### src/rtl/sysid_ext_pkg.sv
// sysid_ext_pkg: shared widths, register map addresses and byte-lane merge helper.
package sysid_ext_pkg;

  localparam int ADDR_W = 3;
  localparam int DATA_W = 32;
  localparam int BE_W   = DATA_W / 8;

  localparam logic [ADDR_W-1:0] ADDR_SYSTEM_ID  = 3'd0;
  localparam logic [ADDR_W-1:0] ADDR_TIMESTAMP  = 3'd1;
  localparam logic [ADDR_W-1:0] ADDR_HW_VERSION = 3'd2;
  localparam logic [ADDR_W-1:0] ADDR_FEATURES   = 3'd3;
  localparam logic [ADDR_W-1:0] ADDR_SCRATCH    = 3'd4;
  localparam logic [ADDR_W-1:0] ADDR_UPTIME_LO  = 3'd5;
  localparam logic [ADDR_W-1:0] ADDR_UPTIME_HI  = 3'd6;
  localparam logic [ADDR_W-1:0] ADDR_SECONDS    = 3'd7;

  // Replace only the byte lanes whose enable bit is set.
  function automatic logic [DATA_W-1:0] merge_bytes(input logic [DATA_W-1:0] old_v,
                                                    input logic [DATA_W-1:0] new_v,
                                                    input logic [BE_W-1:0]   be);
    logic [DATA_W-1:0] res;
    res = old_v;
    for (int i = 0; i < BE_W; i++) begin
      if (be[i]) res[8*i +: 8] = new_v[8*i +: 8];
    end
    return res;
  endfunction

endpackage

### src/rtl/sysid_ext_if.sv
// sysid_ext_if: Avalon-MM style register bus between a master and sysid_ext.
//
// Handshake: there is no waitrequest. A transfer happens on every rising
// edge where read or write is high; the slave always accepts it. Each read
// produces exactly one response: readdatavalid is high for one cycle, the
// cycle right after the read was sampled, with readdata holding the word.
// Responses come back in request order. readdata holds its last value while
// readdatavalid is low.
interface sysid_ext_if;
  import sysid_ext_pkg::*;

  logic [ADDR_W-1:0] address;
  logic              read;
  logic              write;
  logic [DATA_W-1:0] writedata;
  logic [BE_W-1:0]   byteenable;
  logic [DATA_W-1:0] readdata;
  logic              readdatavalid;

  modport master (
    output address, read, write, writedata, byteenable,
    input  readdata, readdatavalid
  );

  modport slave (
    input  address, read, write, writedata, byteenable,
    output readdata, readdatavalid
  );
endinterface

### src/rtl/sysid_ext_uptime.sv
// sysid_ext_uptime: free-running 64-bit cycle counter plus a seconds counter
// driven by a prescaler that divides clk by CLK_FREQ_HZ.
module sysid_ext_uptime
  import sysid_ext_pkg::*;
#(
  parameter int unsigned CLK_FREQ_HZ = 50_000_000
) (
  input  logic              clk,
  input  logic              reset,
  output logic [63:0]       o_uptime,
  output logic [DATA_W-1:0] o_seconds
);

  // Terminal prescaler count; with CLK_FREQ_HZ=1 this is 0, so every cycle ticks.
  localparam logic [31:0] PRESC_TERM = 32'(CLK_FREQ_HZ - 1);

  logic [63:0]       r_uptime;
  logic [31:0]       r_presc;
  logic [DATA_W-1:0] r_seconds;

  // Uptime counts every cycle out of reset; seconds advance on prescaler wrap.
  always_ff @(posedge clk) begin
    if (reset) begin
      r_uptime  <= '0;
      r_presc   <= '0;
      r_seconds <= '0;
    end else begin
      r_uptime <= r_uptime + 64'd1;
      if (r_presc == PRESC_TERM) begin
        r_presc   <= '0;
        r_seconds <= r_seconds + 1'b1;
      end else begin
        r_presc <= r_presc + 32'd1;
      end
    end
  end

  assign o_uptime  = r_uptime;
  assign o_seconds = r_seconds;

endmodule

### src/rtl/sysid_ext.sv
// sysid_ext: system identification register block. Four build-time constant
// words, a scratch register, a 64-bit uptime readable as LO + shadowed HI,
// and a seconds counter. Fixed read latency of one cycle.
module sysid_ext
  import sysid_ext_pkg::*;
#(
  parameter logic [31:0] SYSTEM_ID   = 32'h0,
  parameter logic [31:0] TIMESTAMP   = 32'h0,
  parameter logic [31:0] HW_VERSION  = 32'h0001_0000,
  parameter logic [31:0] FEATURES    = 32'h0,
  parameter int unsigned CLK_FREQ_HZ = 50_000_000
) (
  input  logic        clk,
  input  logic        reset,
  sysid_ext_if.slave  bus
);

  logic [63:0]       w_uptime;
  logic [DATA_W-1:0] w_seconds;
  logic [DATA_W-1:0] w_rd_data;
  logic              w_wr_scratch;
  logic              w_rd_uptime_lo;

  logic [DATA_W-1:0] r_scratch;
  logic [DATA_W-1:0] r_shadow;
  logic [DATA_W-1:0] r_readdata;
  logic              r_readdatavalid;

  sysid_ext_uptime #(
    .CLK_FREQ_HZ (CLK_FREQ_HZ)
  ) u_uptime (
    .clk       (clk),
    .reset     (reset),
    .o_uptime  (w_uptime),
    .o_seconds (w_seconds)
  );

  assign w_wr_scratch   = bus.write && (bus.address == ADDR_SCRATCH);
  assign w_rd_uptime_lo = bus.read && (bus.address == ADDR_UPTIME_LO);

  // Read mux over current register values, so a same-cycle write is not visible.
  always_comb begin
    w_rd_data = '0;
    case (bus.address)
      ADDR_SYSTEM_ID:  w_rd_data = SYSTEM_ID;
      ADDR_TIMESTAMP:  w_rd_data = TIMESTAMP;
      ADDR_HW_VERSION: w_rd_data = HW_VERSION;
      ADDR_FEATURES:   w_rd_data = FEATURES;
      ADDR_SCRATCH:    w_rd_data = r_scratch;
      ADDR_UPTIME_LO:  w_rd_data = w_uptime[31:0];
      ADDR_UPTIME_HI:  w_rd_data = r_shadow;
      ADDR_SECONDS:    w_rd_data = w_seconds;
      default:         w_rd_data = '0;
    endcase
  end

  // Scratch writes with byte lanes, HI shadow capture, and the response register.
  always_ff @(posedge clk) begin
    if (reset) begin
      r_scratch       <= '0;
      r_shadow        <= '0;
      r_readdata      <= '0;
      r_readdatavalid <= 1'b0;
    end else begin
      if (w_wr_scratch) begin
        r_scratch <= merge_bytes(r_scratch, bus.writedata, bus.byteenable);
      end
      if (w_rd_uptime_lo) begin
        r_shadow <= w_uptime[63:32];
      end
      r_readdatavalid <= bus.read;
      if (bus.read) begin
        r_readdata <= w_rd_data;
      end
    end
  end

  assign bus.readdata      = r_readdata;
  assign bus.readdatavalid = r_readdatavalid;

endmodule

### src/flat_wrapper.sv
// flat-port wrapper written by rule: the top's interface ports become plain ports
module sysid_ext_flat import sysid_ext_pkg::*;
#(
  parameter logic [31:0] SYSTEM_ID   = 32'h0,
  parameter logic [31:0] TIMESTAMP   = 32'h0,
  parameter logic [31:0] HW_VERSION  = 32'h0001_0000,
  parameter logic [31:0] FEATURES    = 32'h0,
  parameter int unsigned CLK_FREQ_HZ = 50_000_000
)
  (clk, reset, bus_address, bus_read, bus_write, bus_writedata, bus_byteenable, bus_readdata, bus_readdatavalid);
  sysid_ext_if bus_i ();
  input  logic clk;
  input  logic reset;
  input wire logic [$bits(bus_i.address)-1:0] bus_address;
  input wire logic [$bits(bus_i.read)-1:0] bus_read;
  input wire logic [$bits(bus_i.write)-1:0] bus_write;
  input wire logic [$bits(bus_i.writedata)-1:0] bus_writedata;
  input wire logic [$bits(bus_i.byteenable)-1:0] bus_byteenable;
  output wire logic [$bits(bus_i.readdata)-1:0] bus_readdata;
  output wire logic [$bits(bus_i.readdatavalid)-1:0] bus_readdatavalid;
  assign bus_i.address = bus_address;
  assign bus_i.read = bus_read;
  assign bus_i.write = bus_write;
  assign bus_i.writedata = bus_writedata;
  assign bus_i.byteenable = bus_byteenable;
  assign bus_readdata = bus_i.readdata;
  assign bus_readdatavalid = bus_i.readdatavalid;
  sysid_ext #(.SYSTEM_ID(SYSTEM_ID), .TIMESTAMP(TIMESTAMP), .HW_VERSION(HW_VERSION), .FEATURES(FEATURES), .CLK_FREQ_HZ(CLK_FREQ_HZ)) u_core (.clk(clk), .reset(reset), .bus(bus_i));
endmodule
### config.mk
export PLATFORM = sky130hd
export DESIGN_NAME = sysid_ext_flat
export DESIGN_NICKNAME = d
export VERILOG_FILES = /design/src/rtl/sysid_ext_pkg.sv /design/src/rtl/sysid_ext_if.sv /design/src/rtl/sysid_ext_uptime.sv /design/src/rtl/sysid_ext.sv /design/src/flat_wrapper.sv
export SDC_FILE = /design/constraint.sdc
export NUM_CORES = 1
export LEC_CHECK = 0
export CAP_MARGIN = 20
export CORE_ASPECT_RATIO = 1.4
export CORE_MARGIN = 1
export CORE_UTILIZATION = 50
export CTS_CLUSTER_SIZE = 25
export DETAILED_ROUTE_END_ITERATION = 10
export HOLD_SLACK_MARGIN = 0.03
export MAX_ROUTING_LAYER = met4
export PLACE_DENSITY_LB_ADDON = 0.2
export SYNTH_ARGS = -nofsm -noshare
export SYNTH_HDL_FRONTEND = slang
export SYNTH_SLANG_ARGS = --single-unit
export TNS_END_PERCENT = 10
### constraint.sdc
create_clock -name clk -period 2.55 [get_ports clk]
set_input_delay 0.3825 -clock clk [delete_from_list [all_inputs] [get_ports clk]]
set_output_delay 0.3825 -clock clk [all_outputs]
set_load 0.02 [all_outputs]
==> results.tsv, run 1 <==
metric	value	unit
grt_pass1_vias	8314	
final_common_cell	dfxtp_1	
cts.clk_slew.worst_paths	0.06	ns
path_max_fanout	17	
worstSetupPathType	reg -> reg	
synth_top_family_by_area	simple AND/OR/NAND/NOR gates	
setup_violations	0	
p_leak	4.11	nW
final-hold-violation-count	0	
synth-seq-cells	225	
num_io_pins	76	
placed_cell_area	11100	sq um
cts.root.buffer_cell	clkbuf_16	
drt_iter0_markers	695	
hpwl	17200	um
critPathLaunchType	flip-flop	
grt.total_usage	25.3	%
cts_buffers	24	
yosysUniqueCellTypes	45	
final_cell_mix	dfxtp_1, nor2_1, a21oi_1	
rsz0062_at_grt	false	
finalCriticalPeriod	2.45	ns
dieWidth	121	um
postRouteAntennaNets	0	
fin_util	61.5	%
maxCapViolCount	0	
ff2ff_setup_slack	0.1	ns
synth-main-ff-cell	dfxtp_1	
run_status	completed	
fin_cells	1508	
worstMarginPinSlew	0.673	ns
synth_xor_area_share	6.15	%
worst_setup_path_end_kind	flip-flop	
core	19400	sq um
cts_buffer_depth	3	
ys_seq_area_share	45.2	%
p_per_area	609	nW/um^2
cp.arrival	2.90	ns
cts_tree	done	
drcViolationCount	0	
fin_crit_sh	96.1	%
antenna_found_initial	0	
clkLatencyLatePin	0.52	ns
postCtsSetupBuffers	0	
port_buffers	75	
start_util	51.4	%
clock_skew	0.0146	ns
routed_via_density	5.82	
rows	60	
design_area	11900	sq um
vias	8784	
antenna_cells	0	
syn_avg_cell_area	8.49	sq um
area_growth	19.6	%
syn-num-nets	1219	
async_flop_share	0	%
wl_per_cell	16.8	um
critical-path-slowest-cell	or4_4	
dieArea	20500	sq um
wirelength	25300	um
slew_violations	0	
relSlewSlack	55.2	%
synth-compound-area-share	15.1	%
syn_area	9960	sq um
p_total	7.26	mW
h-tree-depth	1	
slowest_delay	0.53	ns
fmax	408	MHz
grt_max_degree	86	
die_h	169	um
yosys.area_share.simple	26.3	%
yosysWarnings	0	
synthMuxAreaShare	3.32	%
first_pass_iters	5	
placed_cells	1464	
grt_pass1_wl	41000	um
layout-drive-gt1-share	7.78	%
worstPathRequired	3.00	ns
place.gp.congestion	0.859	
nets	1288	
nFillCells	1729	
clock_sinks	225	
crit_chain	or4_4, nor4_4, or4b_4, buf_6, or4_1, a21oi_1	
postSynthCellCount	1173	
tns	0	ns
synthAdderAreaFrac	0.377	%
grt_overflow	0	
synth_edf_count	0	
vdd_drop_max	519	uV
hp-class	in -> reg	
-- metrics by stage --
stage / hold slack (ns) / setup WS (ns)
floorplan: 0.430 / 0.190
finish: 0.335 / 0.0984
global placement: 0.440 / 0.185
detailed placement: 0.446 / 0.163
CTS: 0.327 / 0.142
global route: 0.335 / 0.00870
-- cells in the mapped netlist (2+ instances only) --
| cell | instances | area [sq um] |
|---|---|---|
| dfxtp_1 | 225 | 4500 |
| nor2_1 | 153 | 574 |
| a21oi_1 | 114 | 571 |
| nand2_1 | 109 | 409 |
| clkbuf_1 | 64 | 240 |
| xnor2_1 | 47 | 412 |
| nand4_1 | 41 | 257 |
| or3_1 | 39 | 244 |
| nand3_1 | 38 | 190 |
| o21ai_0 | 36 | 180 |
| nor2b_1 | 35 | 219 |
| mux2i_1 | 33 | 330 |
| a221o_1 | 31 | 310 |
| a22o_1 | 31 | 272 |
| xor2_1 | 23 | 201 |
| inv_1 | 21 | 78.8 |
| nor4_1 | 19 | 119 |
| or4_1 | 19 | 143 |
| nor3_1 | 17 | 85.1 |
| o31ai_1 | 15 | 113 |
| and4_1 | 13 | 114 |
| and3_1 | 8 | 50.1 |
| or2_2 | 8 | 50.1 |
| and2_1 | 4 | 25.0 |
| buf_2 | 4 | 20.0 |
| ha_1 | 3 | 37.5 |
| a22oi_1 | 2 | 15.0 |
| nand2b_1 | 2 | 12.5 |
| nand4b_1 | 2 | 17.5 |
| nor4b_1 | 2 | 17.5 |
-- repair_timing --
item,in CTS,in global routing
endpoints found under the setup margin,0,1
hold buffers,0,0
resized for setup,0,5
endpoints found under the hold margin,0,0
-- routing by layer --
layer  GRT usage [%]  share of wire (%)  wire [um]  vias up
li1                -                  -          -     4331
met1            30.8                 44      11100     4215
met2            42.7                 49      12400      195
met3            3.17                4.3       1090       43
met4            8.75                2.5        620        0
met5               -                  0          0        -
-- report_power, final --
group          leakage (nW)  internal [mW]  total, mW  switching (mW)
clock                 0.392           2.02       3.45            1.43
sequential             1.81           3.53       3.55          0.0142
combinational          1.90          0.110      0.263           0.153
-- final cells by class --
type	instances	area, sq um	share of cell area (%)
flip-flops and latches	225	4510	37.8
well taps	248	310	2.60
inverters	21	78.8	0.661
repair buffers	113	1120	9.36
clock buffers	32	692	5.81
multi-input cells	857	5120	43.0
clock inverters	12	96.3	0.808
-- logic make-up (layout without fill, tap and decap cells) --
| kind of cell | count (synthesis) | in the layout |
|---|---|---|
| AND/OR/NAND/NOR | 517 | 517 |
| buffers and inverters | 91 | 178 |
| adder cells (fa/ha/maj) | 3 | 3 |
| multiplexers | 33 | 33 |
| flip-flops | 225 | 225 |
| XOR/XNOR | 70 | 70 |
| AO/OA/AOI/OAI | 234 | 234 |
-- path summary, 6_finish.rpt --
check / from / to / cells after the start
setup / recovery: u_core.u_uptime.r_presc[27] / u_core.u_uptime.o_seconds[10] / 6
hold / removal: reset / u_core.r_scratch[10] / 2
hold reg to reg: u_core.r_shadow[20] / u_core.r_shadow[20] / 2
setup reg to reg: u_core.u_uptime.r_presc[27] / u_core.u_uptime.o_seconds[10] / 6
-- flip-flops by register name (all words and copies together) (netlist names) --
signal                     flops
u_core.bus.readdata           32
u_core.bus.readdatavalid       1
u_core.r_scratch              32
u_core.r_shadow               32
u_core.u_uptime.o_seconds     32
u_core.u_uptime.o_uptime      64
u_core.u_uptime.r_presc       32
-- worst max-delay path, delay by kind of cell (launching register included) --
family	cells	cell delay, ns
compound gates	1	0.16
simple gates	4	1.71
buf+inv	1	0.16
flops	1	0.35
Power figures use the tool's default switching activity.
==> inputs of run 2 (changes only) <==
- CORE_ASPECT_RATIO: 1.4 -> 1.25
- CORE_MARGIN: 1 -> default
- SKIP_CTS_REPAIR_TIMING: default -> 1
==> run 2 against run 1 <==
Compared with the run above: power fell by 1.4%; via count fell by 1.2%; highest routed layer unchanged; global-route usage fell by 0.22 points; fmax rose by 0.60%; hold slack improved by 0.064 ns; largest cell class unchanged; critical endpoint unchanged; critical path depth did not move; sequential cell count did not move; critical path type unchanged; count of clock-buffer cells in the layout rose by 2; register-to-register slack barely moved; final cell count rose by 0.93%.
==> results.tsv, run 2 (synthesized netlist as in run 1, its figures left out) <==
metric	value	unit	change
internal_power	5.64	mW	was 5.66 mW
cts_tree	done		unchanged
cp.arrival	2.87	ns	was 2.90 ns
placed_cell_area	11100	sq um	about the same
clock_sinks	225		unchanged
final_common_cell	dfxtp_1		unchanged
final_cell_mix	dfxtp_1, nor2_1, a21oi_1		unchanged
largest_reg_flops	64		unchanged
port_buffers	75		unchanged
grt_pass1_wl	40700	um	was 41000 um
final-hold-violation-count	0		unchanged
p_leak	4.10	nW	was 4.11 nW
rsz0062_at_grt	true		was false
grt_overflow	0		unchanged
hp-class	in -> reg		unchanged
seqPwrFrac	49.6	%	was 48.9%
layout-drive-gt1-share	7.40	%	was 7.78%
wl_per_cell	16.3	um	was 16.8 um
setup_violations	0		unchanged
ff2ff_setup_slack	0.11	ns	was 0.1 ns
grt.total_usage	25.1	%	was 25.3%
postRouteAntennaNets	0		unchanged
nets	1289		was 1288
grt_pass1_vias	8187		was 8314
p_clk_share	46.8	%	was 47.5%
area_growth	19.7	%	was 19.6%
p_switching	1.51	mW	was 1.60 mW
critPathLaunchType	flip-flop		unchanged
rows	57		was 60
grt_max_degree	105		was 86
die_h	160	um	was 169 um
multiInputGateArea	5120	sq um	about the same
vdd_drop_max	555	uV	was 519 uV
p_total	7.15	mW	was 7.26 mW
vias	8677		was 8784
worstSetupPathType	reg -> reg		unchanged
first_pass_iters	6		was 5
nFillCells	1733		was 1729
hpwl	16900	um	was 17200 um
num_io_pins	76		unchanged
comb_power_share	3.7	%	was 3.6%
design_area	11900	sq um	about the same
dieWidth	128	um	was 121 um
relSlewSlack	46.8	%	was 55.2%
path_max_fanout	17		unchanged
cts_buffers	23		was 24
fin_crit_sh	95.6	%	was 96.1%
antenna_found_initial	0		unchanged
start_util	51.2	%	was 51.4%
maxCapViolCount	0		unchanged
seq_area	4510	sq um	about the same
slew_violations	0		unchanged
clock_skew	0.00556	ns	was 0.0146 ns
worstPathRequired	2.99	ns	was 3.00 ns
fmax	410	MHz	was 408 MHz
drcViolationCount	0		unchanged
dieArea	20500	sq um	about the same
cts_buffer_depth	3		unchanged
place.gp.congestion	0.858		was 0.859
h-tree-depth	1		unchanged
core	19500	sq um	was 19400 sq um
routed_via_density	5.70		was 5.82
cts.clk_slew.worst_paths	0.06	ns	about the same
run_status	completed		unchanged
antenna_cells	0		unchanged
p_per_area	600	nW/um^2	was 609 nW/um^2
worst_setup_path_end_kind	flip-flop		unchanged
netSwitchingFraction	21.1	%	was 22.1%
drt_iter0_markers	638		was 695
finalCriticalPeriod	2.44	ns	was 2.45 ns
worstMarginPinSlew	0.799	ns	was 0.673 ns
clkLatencyLatePin	0.50	ns	was 0.52 ns
cts.root.buffer_cell	clkbuf_16		unchanged
wirelength	24800	um	was 25300 um
[run 2: changes by cell type in the layout (fill, tap and decap cells not counted), sizes merged]
cell / delta
clkinv: -6
buf: +2
clkbuf: +2
bufinv: +1
clkinvlp: -1
inv: -1
[run 2: power groups by stage]
stage	sequential (mW)	combinational [mW]	clock [mW]
floorplan	3.62	0.127	0
global placement	3.62	0.260	0
detailed placement	3.62	0.260	0
CTS	3.55	0.262	3.42
global route	3.55	0.281	3.56
finish	3.54	0.261	3.35
[run 2: final cells by class]
class                   count  area share (%)
clock buffers              34            5.59
clock inverters             5           0.651
inverters                  21           0.661
multi-input cells         857            43.0
flip-flops and latches    225            37.8
well taps                 265            2.78
repair buffers            115            9.52
[run 2: worst paths after layout]
kind                            cells after the start                             to                   startpoint
worst min-delay path                                2        u_core.bus.readdata[10]                        reset
worst max-delay path                                6  u_core.u_uptime.o_seconds[10]  u_core.u_uptime.r_presc[27]
worst max register to register                      6  u_core.u_uptime.o_seconds[10]  u_core.u_uptime.r_presc[27]
worst min register to register                      2            u_core.r_shadow[13]          u_core.r_shadow[13]
[run 2: stage by stage]
stage | setup TNS, ns | util, % | hold WS (ns) | worst slack (ns) | instances
finish | 0 | 61.2 | 0.399 | 0.113 | 1522
global route | -0.00208 | 61.2 | 0.405 | -0.00208 | 1522
CTS | 0 | 61.1 | 0.387 | 0.153 | 1521
detailed placement | 0 | 57.2 | 0.446 | 0.159 | 1482
global placement | 0 | 57.2 | 0.441 | 0.186 | 1482
floorplan | 0 | - | 0.430 | 0.190 | 1173
[run 2: routing by layer]
| metal | track usage, % | up-vias | wire (um) |
|---|---|---|---|
| li1 | - | 4332 | - |
| met1 | 32.3 | 4117 | 11500 |
| met4 | 6.68 | 0 | 514 |
| met5 | - | - | 0 |
| met3 | 3.18 | 38 | 1090 |
| met2 | 41.2 | 190 | 11700 |
[run 2: worst max-delay path, cell delays in order (launching register included)]
cell,delay (ns)
dfxtp_4,0.36
or4_4,0.53
nor4_4,0.29
or4b_4,0.49
buf_8,0.16
or4_1,0.39
a21oi_1,0.14
==> RTL change: new RTL, flow settings as in run 1 <==
`CLK_FREQ_HZ` is set to 50_000_000 in 3 places; all go to 37_500_000.
--- a/src/rtl/sysid_ext_uptime.sv
+++ b/src/rtl/sysid_ext_uptime.sv
@@ -5,3 +5,3 @@
 #(
-  parameter int unsigned CLK_FREQ_HZ = 50_000_000
+  parameter int unsigned CLK_FREQ_HZ = 37_500_000
 ) (
--- a/src/rtl/sysid_ext.sv
+++ b/src/rtl/sysid_ext.sv
@@ -10,3 +10,3 @@
   parameter logic [31:0] FEATURES    = 32'h0,
-  parameter int unsigned CLK_FREQ_HZ = 50_000_000
+  parameter int unsigned CLK_FREQ_HZ = 37_500_000
 ) (
--- a/src/flat_wrapper.sv
+++ b/src/flat_wrapper.sv
@@ -7,3 +7,3 @@
   parameter logic [31:0] FEATURES    = 32'h0,
-  parameter int unsigned CLK_FREQ_HZ = 50_000_000
+  parameter int unsigned CLK_FREQ_HZ = 37_500_000
 )
Function: same outputs for any inputs over 4 cycles, from zero or initial values and one cycle with reset high; that may be too few to reach the edited logic, so the function may still have changed.
==> RTL change against run 1 <==
  * Synthesized area down 0.82%
  * Sequential power about the same
  * Sequential cell count unchanged
  * Worst setup slack better by 0.088 ns
  * Routed wire length up 2.0%
  * Die area down 0.81%
  * Utilization up 0.14 points
  * Global-route usage up 0.74 points
  * Count of clock-buffer cells in the layout unchanged
  * Maximum frequency up 3.7%
  * Non-clock buffer count up 10
  * Power up 1.7%
  * Design area down 0.16%
==> RTL change: results (changes against run 1) <==
\begin{tabular}{lr}
\hline
Metric & Value \\
\hline
\multicolumn{2}{l}{\textbf{Synth}} \\
Fraction of the mapped netlist area in adder cells & 0.00380 (+0.0000310) \\
Post-synthesis share of cell area spent on xor and xnor gates & 0.0780 (+0.0165) \\
Commonest cells in the synthesized netlist & dfxtp\_1 (225), nor2\_1 (179), a21oi\_1 (125), nand2\_1 (106), a22oi\_1 (62) \\
Synth cell types & 41 (-8.9\%) \\
Mux contribution to synthesized area & 0.0381 (+0.00496) \\
Largest cells by area after synthesis & dfxtp\_1 (46\%), nor2\_1 (6.8\%), a21oi\_1 (6.3\%) \\
Gate count of the mapped netlist & 1177 (+0.34\%) \\
Area fraction in compound gates after synthesis & 0.130 (-0.0214) \\
\multicolumn{2}{l}{\textbf{Critical path}} \\
Reg2reg setup slack & 0.19 ns (+0.09 ns) \\
Highest fanout seen on the critical path & 7 (-10) \\
Data arrival time of the critical path & 2.80 ns (-0.10 ns) \\
Crit path max-delay cell type & or4\_1 \\
Origin of the critical flop-to-flop path & u\_core.u\_uptime.o\_seconds[14] \\
Termination of the worst setup path & u\_core.u\_uptime.o\_seconds[31] \\
Worst stage delay on the critical path & 0.65 ns (+0.12 ns) \\
FF-to-FF path depth & 5 (-1) \\
\multicolumn{2}{l}{\textbf{Placement}} \\
GP Congestion & 0.867 (+0.97\%) \\
Cell Area, Placed & 11100 sq um (-0.24\%) \\
Number of placed cells counting well taps & 1478 (+0.96\%) \\
Half-perimeter wire length after detailed placement & 18300 microns (+6.6\%) \\
\multicolumn{2}{l}{\textbf{Finish}} \\
Share of the final layout cell area in multi-input gates & 0.425 (-0.00448) \\
Fraction of area in registers & 0.379 (+0.000489) \\
Final net count & 1302 (+1.1\%) \\
Non-clock inverter total of the final layout & 16 (-24\%) \\
Non-clock buffers & 123 (+8.8\%) \\
Number of multi-input logic gates & 867 (+1.2\%) \\
\multicolumn{2}{l}{\textbf{Routing}} \\
Routed wl met3 & 1290 microns (+18\%) \\
WL met1 & 10800 microns (-3.6\%) \\
Number of vias per cell & 5.74 (-1.4\%) \\
DRC marker count from the first detailed-route iteration & 619 (-11\%) \\
Vias & 8727 (-0.65\%) \\
Drt total wl & 25800 microns (+2.0\%) \\
\multicolumn{2}{l}{\textbf{Power and ir drop}} \\
Worst vdd ir & 0.000654 V (+26\%) \\
Leakage & 4.08 nW (-0.61\%) \\
\multicolumn{2}{l}{\textbf{Outcome}} \\
Run status & complete, no violations \\
\multicolumn{2}{l}{\textbf{Timing}} \\
Worst slew pin tran & 0.646 ns (-0.0264 ns) \\
Worst slack on hold paths & 0.271 ns (-0.0631 ns) \\
Worst-case clock skew & 0.00699 ns (-0.00758 ns) \\
\multicolumn{2}{l}{\textbf{GRT}} \\
First-pass GRT wire length & 41400 microns (+0.93\%) \\
\multicolumn{2}{l}{\textbf{Hold path}} \\
Hold Crit Endpoint & u\_core.u\_uptime.o\_seconds[3] \\
\multicolumn{2}{l}{\textbf{Clock tree}} \\
Clock insertion delay at the later pin of the skew report & 0.50 ns (-0.02 ns) \\
Total CTS buffers & 23 (-4.2\%) \\
\hline
\end{tabular}
==> RTL change: cell count changes in the layout (fill, tap and decap cells not counted), moves of 13 or more <==
| cell | run 1 | this run |
|---|---|---|
| o21ai_0 | 36 | 21 |
| nor2b_1 | 35 | 6 |
| xor2_1 | 23 | 39 |
| nand3_1 | 38 | 54 |
| nor2_1 | 153 | 179 |
| or3_1 | 39 | 22 |
| a22oi_1 | 2 | 62 |
| a221o_1 | 31 | 1 |
| a22o_1 | 31 | 0 |
| buf_4 | 31 | 44 |
==> RTL change: report_power, final <==
part | internal [mW] | switching (mW) | leakage, nW
combinational | 0.110 | 0.155 | 1.87
clock | 2.20 | 1.37 | 0.400
sequential | 3.53 | 0.0150 | 1.81
==> RTL change: kinds of logic (layout without fill, tap and decap cells) <==
family          Yosys count  after routing
simple gates            520            520
flops                   225            225
compound gates          219            219
xor+xnor                 88             88
buf+inv                  85            180
mux                      37             37
fa+ha+maj                 3              3
==> RTL change: stage by stage <==
stage                     total power, mW  worst slack, ns  utilization
after global routing                 7.61           0.0949        0.617
after floorplan                      3.75            0.359            -
after CTS                            7.45            0.156        0.616
after detailed placement             3.89            0.173        0.575
after global placement               3.89            0.267        0.575
final                                7.38            0.186        0.617
==> RTL change: layer usage <==
metal  track usage  vias to the layer above
met5             -                        -
met3        0.0305                       49
met2         0.460                      221
met1         0.301                     4135
met4        0.0929                        0
li1              -                     4322
==> RTL change: repair_timing <==
| item | in CTS | in global routing |
|---|---|---|
| resized for setup | 0 | 0 |
| endpoints found under the setup margin | 0 | 1 |
| buffers inserted | 0 | 1 |
